`config.mk`:
```
export PLATFORM = sky130hd
export DESIGN_NAME = tcam_spike_sched
export DESIGN_NICKNAME = d
export VERILOG_FILES = /design/src/rtl/tcam_spike_sched.sv
export SDC_FILE = /design/constraint.sdc
export NUM_CORES = 1
export LEC_CHECK = 0
export ABC_CLOCK_PERIOD_IN_PS = 4300
export CELL_PAD_IN_SITES_DETAIL_PLACEMENT = 0
export CELL_PAD_IN_SITES_GLOBAL_PLACEMENT = 2
export CORE_UTILIZATION = 15
export DETAILED_ROUTE_END_ITERATION = 7
export PLACE_DENSITY_LB_ADDON = 0.1
export SYNTH_ARGS = -nofsm -noshare
export SYNTH_HDL_FRONTEND = slang
export SYNTH_SLANG_ARGS = --single-unit
export TNS_END_PERCENT = 20
```
`constraint.sdc`:
```
create_clock -name clk -period 4.3 [get_ports clk]
set_clock_uncertainty 0.05 [all_clocks]
set_input_delay 0.645 -clock clk [delete_from_list [all_inputs] [get_ports clk]]
set_output_delay 0.645 -clock clk [all_outputs]
set_load 0.01 [all_outputs]
```
`src/rtl/tcam_spike_sched.sv`:
```
// Round-robin spike scheduler in front of a TCAM: arbitrates lookups, tracks
// their source through a fixed-latency tag pipe, and sequences two-write entry programming.
module tcam_spike_sched #(
  parameter int NREQ         = 4,
  parameter int ID_Width     = 4,
  parameter int Weight_Width = 4,
  parameter int AddressSize  = 4,
  parameter int Bits         = 8,
  parameter int LOOKUP_LAT   = 1,
  localparam int SW          = (NREQ > 1) ? $clog2(NREQ) : 1
) (
  input  logic                     clk,
  input  logic                     rst,
  input  logic [NREQ-1:0]          req_valid,
  output logic [NREQ-1:0]          req_ready,
  input  logic [NREQ*ID_Width-1:0] req_id,
  input  logic                     cfg_valid,
  output logic                     cfg_ready,
  input  logic [AddressSize-1:0]   cfg_addr,
  input  logic [Bits-1:0]          cfg_data,
  input  logic [Bits-1:0]          cfg_care,
  input  logic                     cfg_vb,
  output logic                     CS,
  output logic                     WR,
  output logic                     DCS,
  output logic                     VBE,
  output logic                     VBI,
  output logic [Bits-1:0]          Data_In,
  output logic [Bits-1:0]          Mask_In,
  output logic [AddressSize-1:0]   Addr_In,
  output logic [ID_Width-1:0]      PacketID_In,
  input  logic [ID_Width-1:0]      DstID_Out,
  input  logic [Weight_Width-1:0]  Weight_Out,
  output logic                     res_valid,
  output logic [SW-1:0]            res_src,
  output logic [ID_Width-1:0]      res_dst,
  output logic [Weight_Width-1:0]  res_weight
);

  typedef enum logic [1:0] {IDLE, DRAIN, CFG_DATA, CFG_CARE} state_t;

  state_t                         state_q, state_d;
  logic [SW-1:0]                  ptr_q, ptr_d;
  logic [LOOKUP_LAT-1:0]          vld_pipe_q;
  logic [LOOKUP_LAT-1:0][SW-1:0]  tag_pipe_q;
  logic                           found, xfer, inflight;
  logic [SW-1:0]                  gnt_idx;

  assign inflight = |vld_pipe_q;

  // First valid requester at or after the pointer, wrapping.
  always_comb begin
    found   = 1'b0;
    gnt_idx = '0;
    for (int k = 0; k < NREQ; k++) begin
      if (!found && req_valid[(int'(ptr_q) + k) % NREQ]) begin
        found   = 1'b1;
        gnt_idx = SW'((int'(ptr_q) + k) % NREQ);
      end
    end
  end

  always_comb begin
    state_d     = state_q;
    ptr_d       = ptr_q;
    xfer        = 1'b0;
    req_ready   = '0;
    cfg_ready   = 1'b0;
    CS          = 1'b0;
    WR          = 1'b0;
    DCS         = 1'b0;
    VBE         = 1'b0;
    VBI         = 1'b0;
    Data_In     = '0;
    Mask_In     = '0;
    Addr_In     = '0;
    PacketID_In = '0;
    case (state_q)
      IDLE: begin
        if (cfg_valid) begin
          state_d = inflight ? DRAIN : CFG_DATA;
        end else if (found) begin
          xfer               = 1'b1;
          req_ready[gnt_idx] = 1'b1;
          CS                 = 1'b1;
          PacketID_In        = req_id[int'(gnt_idx)*ID_Width +: ID_Width];
          ptr_d              = (int'(gnt_idx) == NREQ-1) ? '0 : gnt_idx + 1'b1;
        end
      end
      DRAIN: if (!inflight) state_d = CFG_DATA;
      CFG_DATA: begin
        CS      = 1'b1;
        WR      = 1'b1;
        DCS     = 1'b1;
        VBE     = 1'b1;
        VBI     = cfg_vb;
        Addr_In = cfg_addr;
        Data_In = cfg_data;
        Mask_In = '1;
        state_d = CFG_CARE;
      end
      CFG_CARE: begin
        CS        = 1'b1;
        WR        = 1'b1;
        VBE       = 1'b1;
        VBI       = cfg_vb;
        Addr_In   = cfg_addr;
        Data_In   = cfg_care;
        Mask_In   = '1;
        cfg_ready = 1'b1;
        state_d   = IDLE;
      end
      default: state_d = IDLE;
    endcase
    // The TCAM needs CS held while it resets; everything else is quiet.
    if (rst) begin
      xfer        = 1'b0;
      req_ready   = '0;
      cfg_ready   = 1'b0;
      CS          = 1'b1;
      WR          = 1'b0;
      DCS         = 1'b0;
      VBE         = 1'b0;
      VBI         = 1'b0;
      Data_In     = '0;
      Mask_In     = '0;
      Addr_In     = '0;
      PacketID_In = '0;
    end
  end

  always_comb begin
    res_valid  = vld_pipe_q[LOOKUP_LAT-1] && !rst;
    res_src    = res_valid ? tag_pipe_q[LOOKUP_LAT-1] : '0;
    res_dst    = res_valid ? DstID_Out : '0;
    res_weight = res_valid ? Weight_Out : '0;
  end

  always_ff @(posedge clk) begin
    if (rst) begin
      state_q    <= IDLE;
      ptr_q      <= '0;
      vld_pipe_q <= '0;
      tag_pipe_q <= '0;
    end else begin
      state_q       <= state_d;
      ptr_q         <= ptr_d;
      vld_pipe_q[0] <= xfer;
      tag_pipe_q[0] <= gnt_idx;
      for (int k = 1; k < LOOKUP_LAT; k++) begin
        vld_pipe_q[k] <= vld_pipe_q[k-1];
        tag_pipe_q[k] <= tag_pipe_q[k-1];
      end
    end
  end

endmodule

```
Yosys cells after proc, flatten, opt, wreduce, memory -nomap -nowiden

Index checks and enable logic that the tools add are counted.

Register bits after elaboration: 7
Input bits: 52
Output and inout bits: 45
Logic and storage cells: 98

Add/subtract/negate cells: 4
Order comparisons: 6
Equality and inequality tests: 6
Shifts and indexed selects: 1
Mux-type cells: 55
Bitwise operators: 5
Reductions and logical operators: 17

Operators with widths:

| operator                                                                             | count |
|---|---|
| 4-bit two-way mux                                                                    | 12 |
| 8-bit two-way mux                                                                    | 3 |
| 1-bit two-way mux                                                                    | 23 |
| 2-bit two-way mux                                                                    | 9 |
| 8-bit case mux with 2 select lines                                                   | 1 |
| 16-bit by 5-bit variable part select with 4-bit output                               | 1 |
| 3-bit by 4-bit < comparator with 1-bit output (second input constant)                | 3 |
| 2-bit OR reduction                                                                   | 5 |
| 1-bit binary-select mux with 2-bit select                                            | 4 |
| 2-bit case mux with 4 select lines                                                   | 1 |
| 2-bit by 3-bit < comparator with 1-bit output (second input constant)                | 2 |
| 1-bit logical AND                                                                    | 5 |
| 2-bit by 1-bit adder with 2-bit output (second input constant)                       | 2 |
| 2-bit adder (second input constant)                                                  | 2 |
| 2-bit by 1-bit == test with 1-bit output (second input constant)                     | 2 |
| 2-bit == test (second input constant)                                                | 2 |
| 1-bit zero test                                                                      | 4 |
| 2-bit != test (second input constant)                                                | 2 |
| 1-bit bitwise AND (first input constant)                                             | 3 |
| 3-bit AND reduction                                                                  | 1 |
| 1-bit demux with 2-bit select                                                        | 1 |
| 2-bit by 1-bit greater-or-equal comparator with 1-bit output (second input constant) | 1 |
| 2-bit zero test                                                                      | 1 |
| 1-bit inverter                                                                       | 2 |
| other kinds (2)                                                                      | 2 |

Logic depth before layout (Yosys ltp)

Gate-level depths: netlist of run 1.

Depth in word-level cells: 22
Mapped depth: 8

Least setup slack after synthesis of run 1

OpenSTA, ideal clock, no wires.

Kind: input-to-output
From: input port req_valid[0]
To: output port PacketID_In[0]
Data arrival time: 1.736 ns
Path slack: 1.869 ns
Cell stages on the path: 6
Path buffers: 0
Cell sequence: nor2b_4 a211o_1 a21oi_4 inv_2 nor3_4 a22o_1

Word-level cells in the longest chain between the ends: 17

Ends and longest elaborated chain:

| item                                                     | line | source |
|---|---|---|
| from (decl)                                              | 14   | `input logic [NREQ-1:0] req_valid,` |
| 1-bit binary-select mux with 2-bit select                | 56   | `if (!found && req_valid[(int'(ptr_q) + k) % NREQ]) begin` |
| 1-bit two-way mux (implied by the code)                  | 56   |  |
| 1-bit two-way mux                                        | 56   |  |
| 1-bit zero test                                          | 56   |  |
| 1-bit logical AND                                        | 56   |  |
| 1-bit two-way mux                                        | 56   |  |
| 1-bit zero test                                          | 56   |  |
| 1-bit logical AND                                        | 56   |  |
| [2 not listed]                                           | --   |  |
| 1-bit logical AND                                        | 56   |  |
| 2-bit two-way mux *                                      | 56   |  |
| via gnt_idx[0]                                           | 47   | `logic [SW-1:0] gnt_idx;` |
| 16-bit by 5-bit variable part select with 4-bit output * | 86   | `PacketID_In = req_id[int'(gnt_idx)*ID_Width +: ID_Width];` |
| 4-bit two-way mux *                                      | 82   | `end else if (found) begin` |
| 4-bit two-way mux *                                      | 80   | `if (cfg_valid) begin` |
| 4-bit two-way mux *                                      | 78   | `case (state_q)` |
| 4-bit two-way mux *                                      | 116  | `if (rst) begin` |
| to (decl)                                                | 31   | `output logic [ID_Width-1:0] PacketID_In,` |

The timed path passes the listed nets; every way through them passes the cells marked *. The select of a mux whose other input is x is not followed.

Worst setup path in the final report of run 1

From: input port req_valid[0]
To: output port PacketID_In[1]

Word-level cells in the longest chain between the ends: 17

Ends and longest elaborated chain:

| item                                                   | line |
|---|---|
| 1-bit binary-select mux with 2-bit select              | 56 |
| 1-bit two-way mux (implied by the code)                | 56 |
| 1-bit two-way mux                                      | 56 |
| 1-bit zero test                                        | 56 |
| 1-bit logical AND                                      | 56 |
| 1-bit two-way mux                                      | 56 |
| 1-bit zero test                                        | 56 |
| 1-bit logical AND                                      | 56 |
| 1-bit two-way mux                                      | 56 |
| 1-bit zero test                                        | 56 |
| 1-bit logical AND                                      | 56 |
| 2-bit two-way mux                                      | 56 |
| 16-bit by 5-bit variable part select with 4-bit output | 86 |
| 4-bit two-way mux *                                    | 82 |
| 4-bit two-way mux *                                    | 80 |
| 4-bit two-way mux *                                    | 78 |
| 4-bit two-way mux *                                    | 116 |

Mark *: on every way between the ends. The rest lies on a longest branch, timed or not. The select of a mux whose other input is x is not followed.

==> flow_summary.ini, run 1 <==
[outcome]
status = completed

[timing]
finalMaxSlewViolations = 0
hold_viol_final = 0
tns_ns = 0
worst_slack_ns = 0.574
period_needed_ns = 3.73
fin_crit_sh = 0.867
setup_viol = 0
timing.fmax_mhz = 268
maxSlewHeadroom = 0.570
worst_slew_pin_slew_ns = 0.638
grt_setup_unrepaired = false

[critical_path]
worstSetupPathType = primary input to primary output
worst_setup_path_start_kind = primary input
required_ns = 3.61
crit_fanout = 7
worstPathArrival_ns = 3.03
r2r_slack_ns = 2.41
end_kind = primary output

[yosys]
syn-instance-count = 115
syn_area_um2 = 972
syn-num-nets = 177
yosys_register_bits = 7
synth_area_per_cell_um2 = 8.45
ys_seq_area_frac = 0.144
ys.warnings.count = 0
synth_cell_types = 31

[cells_and_area]
areaGrowthSynthToFinish_pct = 106
drive_gt1_frac = 0.0931
antenna_cells = 0
final_core_util = 0.328
finalNetCount = 267

[global_routing]
grt_overflow = 0
antenna_found_initial = 0
grt_pass1_vias = 1100
grt_max_degree = 15
globalRouteTotalUtil = 0.0970
grt_pass1_wl_um = 5060

[floorplanning]
die-area_um2 = 6810
die-height_um = 82.5
fp.coreArea_um2 = 6100
die_w_um = 82.5
start_util = 0.159
fp-row-count = 28
io_pins = 97

[clock_network]
tritoncts = yes
root_buffer = clkbuf_8
numCtsBuffers = 3
htreeDepth = 1
cts.clk_slew.worst_paths_ns = 0.04
cts_buffer_depth = 2
hold_buffers = 0
cts.sinks = 7
clkLatencyLatePin_ns = 0.23
cts_resized = 0
post_cts_buffers = 0

[place]
post-place-ws_ns = 0.558
place.gp.congestion = 0.651
port_buffers = 96
hpwlAfterDp_um = 3080

[routing]
drc = 0
wl_um = 3620
drt-pass1-iter-count = 4
viasPerCell = 4.06
drtAntennaViolNets = 0
vias = 1134
first_iter_violations = 16
wl_per_cell_um = 13.0

[power_and_ir_drop]
cellPowerDensity_nw_per_um2 = 319
peakVddDrop_mv = 0.225
power_leakage_nw = 0.801

[min_path]
hold_class = flop to flop

[job]
cap_violations = 0
cell families after synthesis:
family	count (synthesis)	synth area share
AO/OA/AOI/OAI	26	0.238
multiplexers	10	0.125
buffers and inverters	22	0.127
flip-flops	7	0.144
adder cells (fa/ha/maj)	10	0.129
AND/OR/NAND/NOR	40	0.237
metrics by stage:
stage / total power, mW / cells / area [µm²] / hold WS [ns]
finish: 0.637 / 279 / 2000 / 0.484
global route: 0.685 / 279 / 2000 / 0.524
CTS: 0.648 / 279 / 2000 / 0.487
detailed placement: 0.551 / 275 / 1960 / 0.481
global placement: 0.548 / 275 / 1960 / 0.481
floorplan: 0.353 / 115 / 972 / 0.435
synth_stat cells:
master    number  area [µm²]
a21boi_0       1        7.51
and2_1        14        87.6
a22o_1        12         105
o22ai_2        1        12.5
inv_1          7        26.3
clkbuf_1       3        11.3
a21oi_2        1        8.76
o21bai_1       1        7.51
mux2_2         3        33.8
nor2b_1        8        50.1
nand2_1        2        7.51
o41ai_2        1        16.3
a211oi_1       3        22.5
dfxtp_1        7         140
mux2i_1        2        20.0
nor3_4         1        16.3
nor3_1         2        10.0
buf_4          9        67.6
buf_6          1        11.3
a21oi_4        1        16.3
mux2_4         3        45.0
a21o_1         1        7.51
buf_1          1        3.75
o221ai_1       1        8.76
inv_2          1        3.75
a211o_1        1        8.76
ha_1          10         125
a21oi_1        2        10.0
nor2b_4        1        13.8
nor2_1        12        45.0
mux2_1         2        22.5
final timing paths:
check,start,to,cells past startpoint
min,state_q[1]$_SDFFE_PP0P_,state_q[1]$_SDFFE_PP0P_,2
max,req_valid[0],PacketID_In[1],8
max reg2reg,state_q[1]$_SDFFE_PP0P_,ptr_q[0]$_SDFFE_PP0P_,6
min reg2reg,state_q[1]$_SDFFE_PP0P_,state_q[1]$_SDFFE_PP0P_,2
metal layers:
| metal | share of wire | up-vias | track usage |
|---|---|---|---|
| met2 | 0.51 | 38 | 0.176 |
| met5 | 0 | - | 0 |
| met4 | 0 | 0 | 0.0103 |
| met3 | 0.071 | 0 | 0.0231 |
| li1 | - | 564 | - |
| met1 | 0.41 | 532 | 0.119 |
area by class of cell:
type                            count  area, µm²
Timing Repair Buffer               99        983
Inverter                            8       30.0
Clock buffer                        4       45.0
Multi-Input combinational cell     86        708
Tap cell                           75       93.8
Sequential cell                     7        140
Fill cell                         656       4100
worst max-delay path, cell delays in order:
cell	delay, ns
clkdlybuf4s50_1	0.57
nor2b_4	0.19
nor2_1	0.05
o22ai_2	0.33
buf_4	0.24
mux2_4	0.30
a22o_1	0.23
clkdlybuf4s50_1	0.47
sequential cells by signal (all words and copies together) (netlist names):
signal	flops
ptr_q	2
tag_pipe_q	2
inflight	1
state_q	2
cell usage in the layout, fill, tap and decap left out, types with 2 or more instances in the layout:
cell             count
mux2_2               3
a22o_1              12
nor3_1               2
clkbuf_8             3
dfxtp_1              7
mux2_4               3
inv_1                7
mux2_1               2
ha_1                10
and2_1              14
a21oi_1              2
mux2i_1              2
nor2_1              12
a211oi_1             3
nand2_1              2
nor2b_1              8
clkdlybuf4s50_1     96
buf_4                3
power breakdown:
group	total [mW]	internal [mW]	switching (mW)
clock	0.0918	0.0641	0.0277
combinational	0.444	0.249	0.195
sequential	0.102	0.0824	0.0192
(Power assumes the default switching activity.)
==> run 2, diff against run 1 <==
- CORE_ASPECT_RATIO: not set -> 1.75
==> flow_summary.ini, run 2 (synthesis results as in run 1) <==
[outcome]
status = completed

[clock_network]
clkLatencyLatePin_ns = 0.22
hold_buffers = 0
htreeDepth = 1
numCtsBuffers = 3
cts.sinks = 7
tritoncts = yes
cts_resized = 0
cts.clk_slew.worst_paths_ns = 0.04
root_buffer = clkbuf_8
cts_buffer_depth = 2
post_cts_buffers = 0

[power_and_ir_drop]
peakVddDrop_mv = 0.103
cellPowerDensity_nw_per_um2 = 318
clkPwrFrac = 0.142
pwr-share-comb = 0.697
p_sw_frac = 0.378
power_switching_mw = 0.242
seq_power_share = 0.161
power_leakage_nw = 0.801
p_int_mw = 0.397

[global_routing]
globalRouteTotalUtil = 0.111
grt_max_degree = 15
grt_pass1_wl_um = 5840
grt_overflow = 0
antenna_found_initial = 0
grt_pass1_vias = 1241

[routing]
drc = 0
wl_um = 3670
drt-pass1-iter-count = 2
drtAntennaViolNets = 0
viasPerCell = 4.06
first_iter_violations = 9
vias = 1153
wl_per_cell_um = 12.9

[critical_path]
worstSetupPathType = primary input to primary output
critPathMostFrequentCell = clkdlybuf4s50_1
required_ns = 3.61
crit_fanout = 5
worstPathArrival_ns = 2.88
worstPathCellList = clkdlybuf4s50_1 > nor2b_4 > a211o_1 > a21oi_4 > inv_2 > nor3_4 > a22o_1 > clkdlybuf4s50_1
crit_family = buffers and inverters
worst_setup_path_start_kind = primary input
path_buf_inv = 3
end_kind = primary output
crit_slowest_cell = clkdlybuf4s50_1
crit_path_max_incr_delay_ns = 0.53

[cells_and_area]
areaGrowthSynthToFinish_pct = 106
layout.cells.non_filler = 284
finalNetCount = 267
final_common_cell = clkdlybuf4s50_1
final_core_util = 0.322
drive_gt1_frac = 0.0931
final_cell_mix = clkdlybuf4s50_1 (96), and2_1 (14), nor2_1 (12), a22o_1 (12), ha_1 (10)
antenna_cells = 0
top_regs = ptr_q x2, state_q x2, tag_pipe_q x2
fin_area_um2 = 2010

[min_path]
hold_class = flop to flop

[floorplanning]
fp.coreArea_um2 = 6230
fp-row-count = 38
start_util = 0.156
die-height_um = 109
die_w_um = 62.9
die-area_um2 = 6820
io_pins = 97

[place]
hpwlAfterDp_um = 3260
place.gp.congestion = 0.676
place_area_um2 = 1960
post-place-cells = 280
post-place-ws_ns = 0.706
port_buffers = 96

[timing]
hold_viol_final = 0
timing.fmax_mhz = 280
worst_slack_ns = 0.726
setup_viol = 0
grt_setup_unrepaired = false
worst_slew_pin_slew_ns = 0.643
tns_ns = 0
finalMaxSlewViolations = 0
maxSlewHeadroom = 0.567
fin_crit_sh = 0.831
period_needed_ns = 3.57

[job]
cap_violations = 0
==> run 2: cell counts in the layout (fill, tap and decap cells not counted) <==
Identical to the previous run, type by type.
==> run 2: layer usage <==
layer,up-vias,part of all wire,global-route usage
li1,563,-,-
met1,524,0.28,0.0815
met2,62,0.65,0.258
met3,4,0.060,0.0169
met4,0,0.015,0.0465
met5,-,0,0
==> run 2: area by class of cell <==
| cell class | count | area, µm² |
|---|---|---|
| clock buffer | 4 | 45.0 |
| fill | 661 | 4220 |
| inverter | 8 | 30.0 |
| multi-input combinational | 86 | 708 |
| sequential | 7 | 140 |
| tap | 80 | 100 |
| timing repair buffer | 99 | 983 |
==> run 2: worst paths after layout <==
check	slack, ns	cells after the start	end	from
worst min-delay path	0.50	2	state_q[1]$_SDFFE_PP0P_	state_q[1]$_SDFFE_PP0P_
worst max register to register	2.50	6	ptr_q[0]$_SDFFE_PP0P_	state_q[1]$_SDFFE_PP0P_
worst max-delay path	0.73	8	PacketID_In[0]	req_valid[0]
worst min register to register	0.50	2	state_q[1]$_SDFFE_PP0P_	state_q[1]$_SDFFE_PP0P_
==> run 2: power by group through the flow <==
| stage | clock, mW | sequential [mW] | combinational (mW) |
|---|---|---|---|
| 6_report | 0.0904 | 0.103 | 0.445 |
| 5_1_grt | 0.0966 | 0.106 | 0.492 |
| 4_1_cts | 0.0937 | 0.104 | 0.457 |
| 3_5_place_dp | 0 | 0.105 | 0.456 |
| 3_3_place_gp | 0 | 0.104 | 0.451 |
| 2_1_floorplan | 0 | 0.0979 | 0.256 |
==> run 2: worst min-delay path: cells and delay by family, from the launching register on <==
family           cells  cell delay (ns)
flip-flops           1             0.34
AND/OR/NAND/NOR      1             0.11
AO/OA/AOI/OAI        1             0.05
==> run 2: stage by stage <==
step / hold slack [ns] / total power, mW
finish: 0.498 / 0.639
global route: 0.546 / 0.695
CTS: 0.503 / 0.654
detailed placement: 0.497 / 0.560
global placement: 0.472 / 0.555
floorplan: 0.435 / 0.353
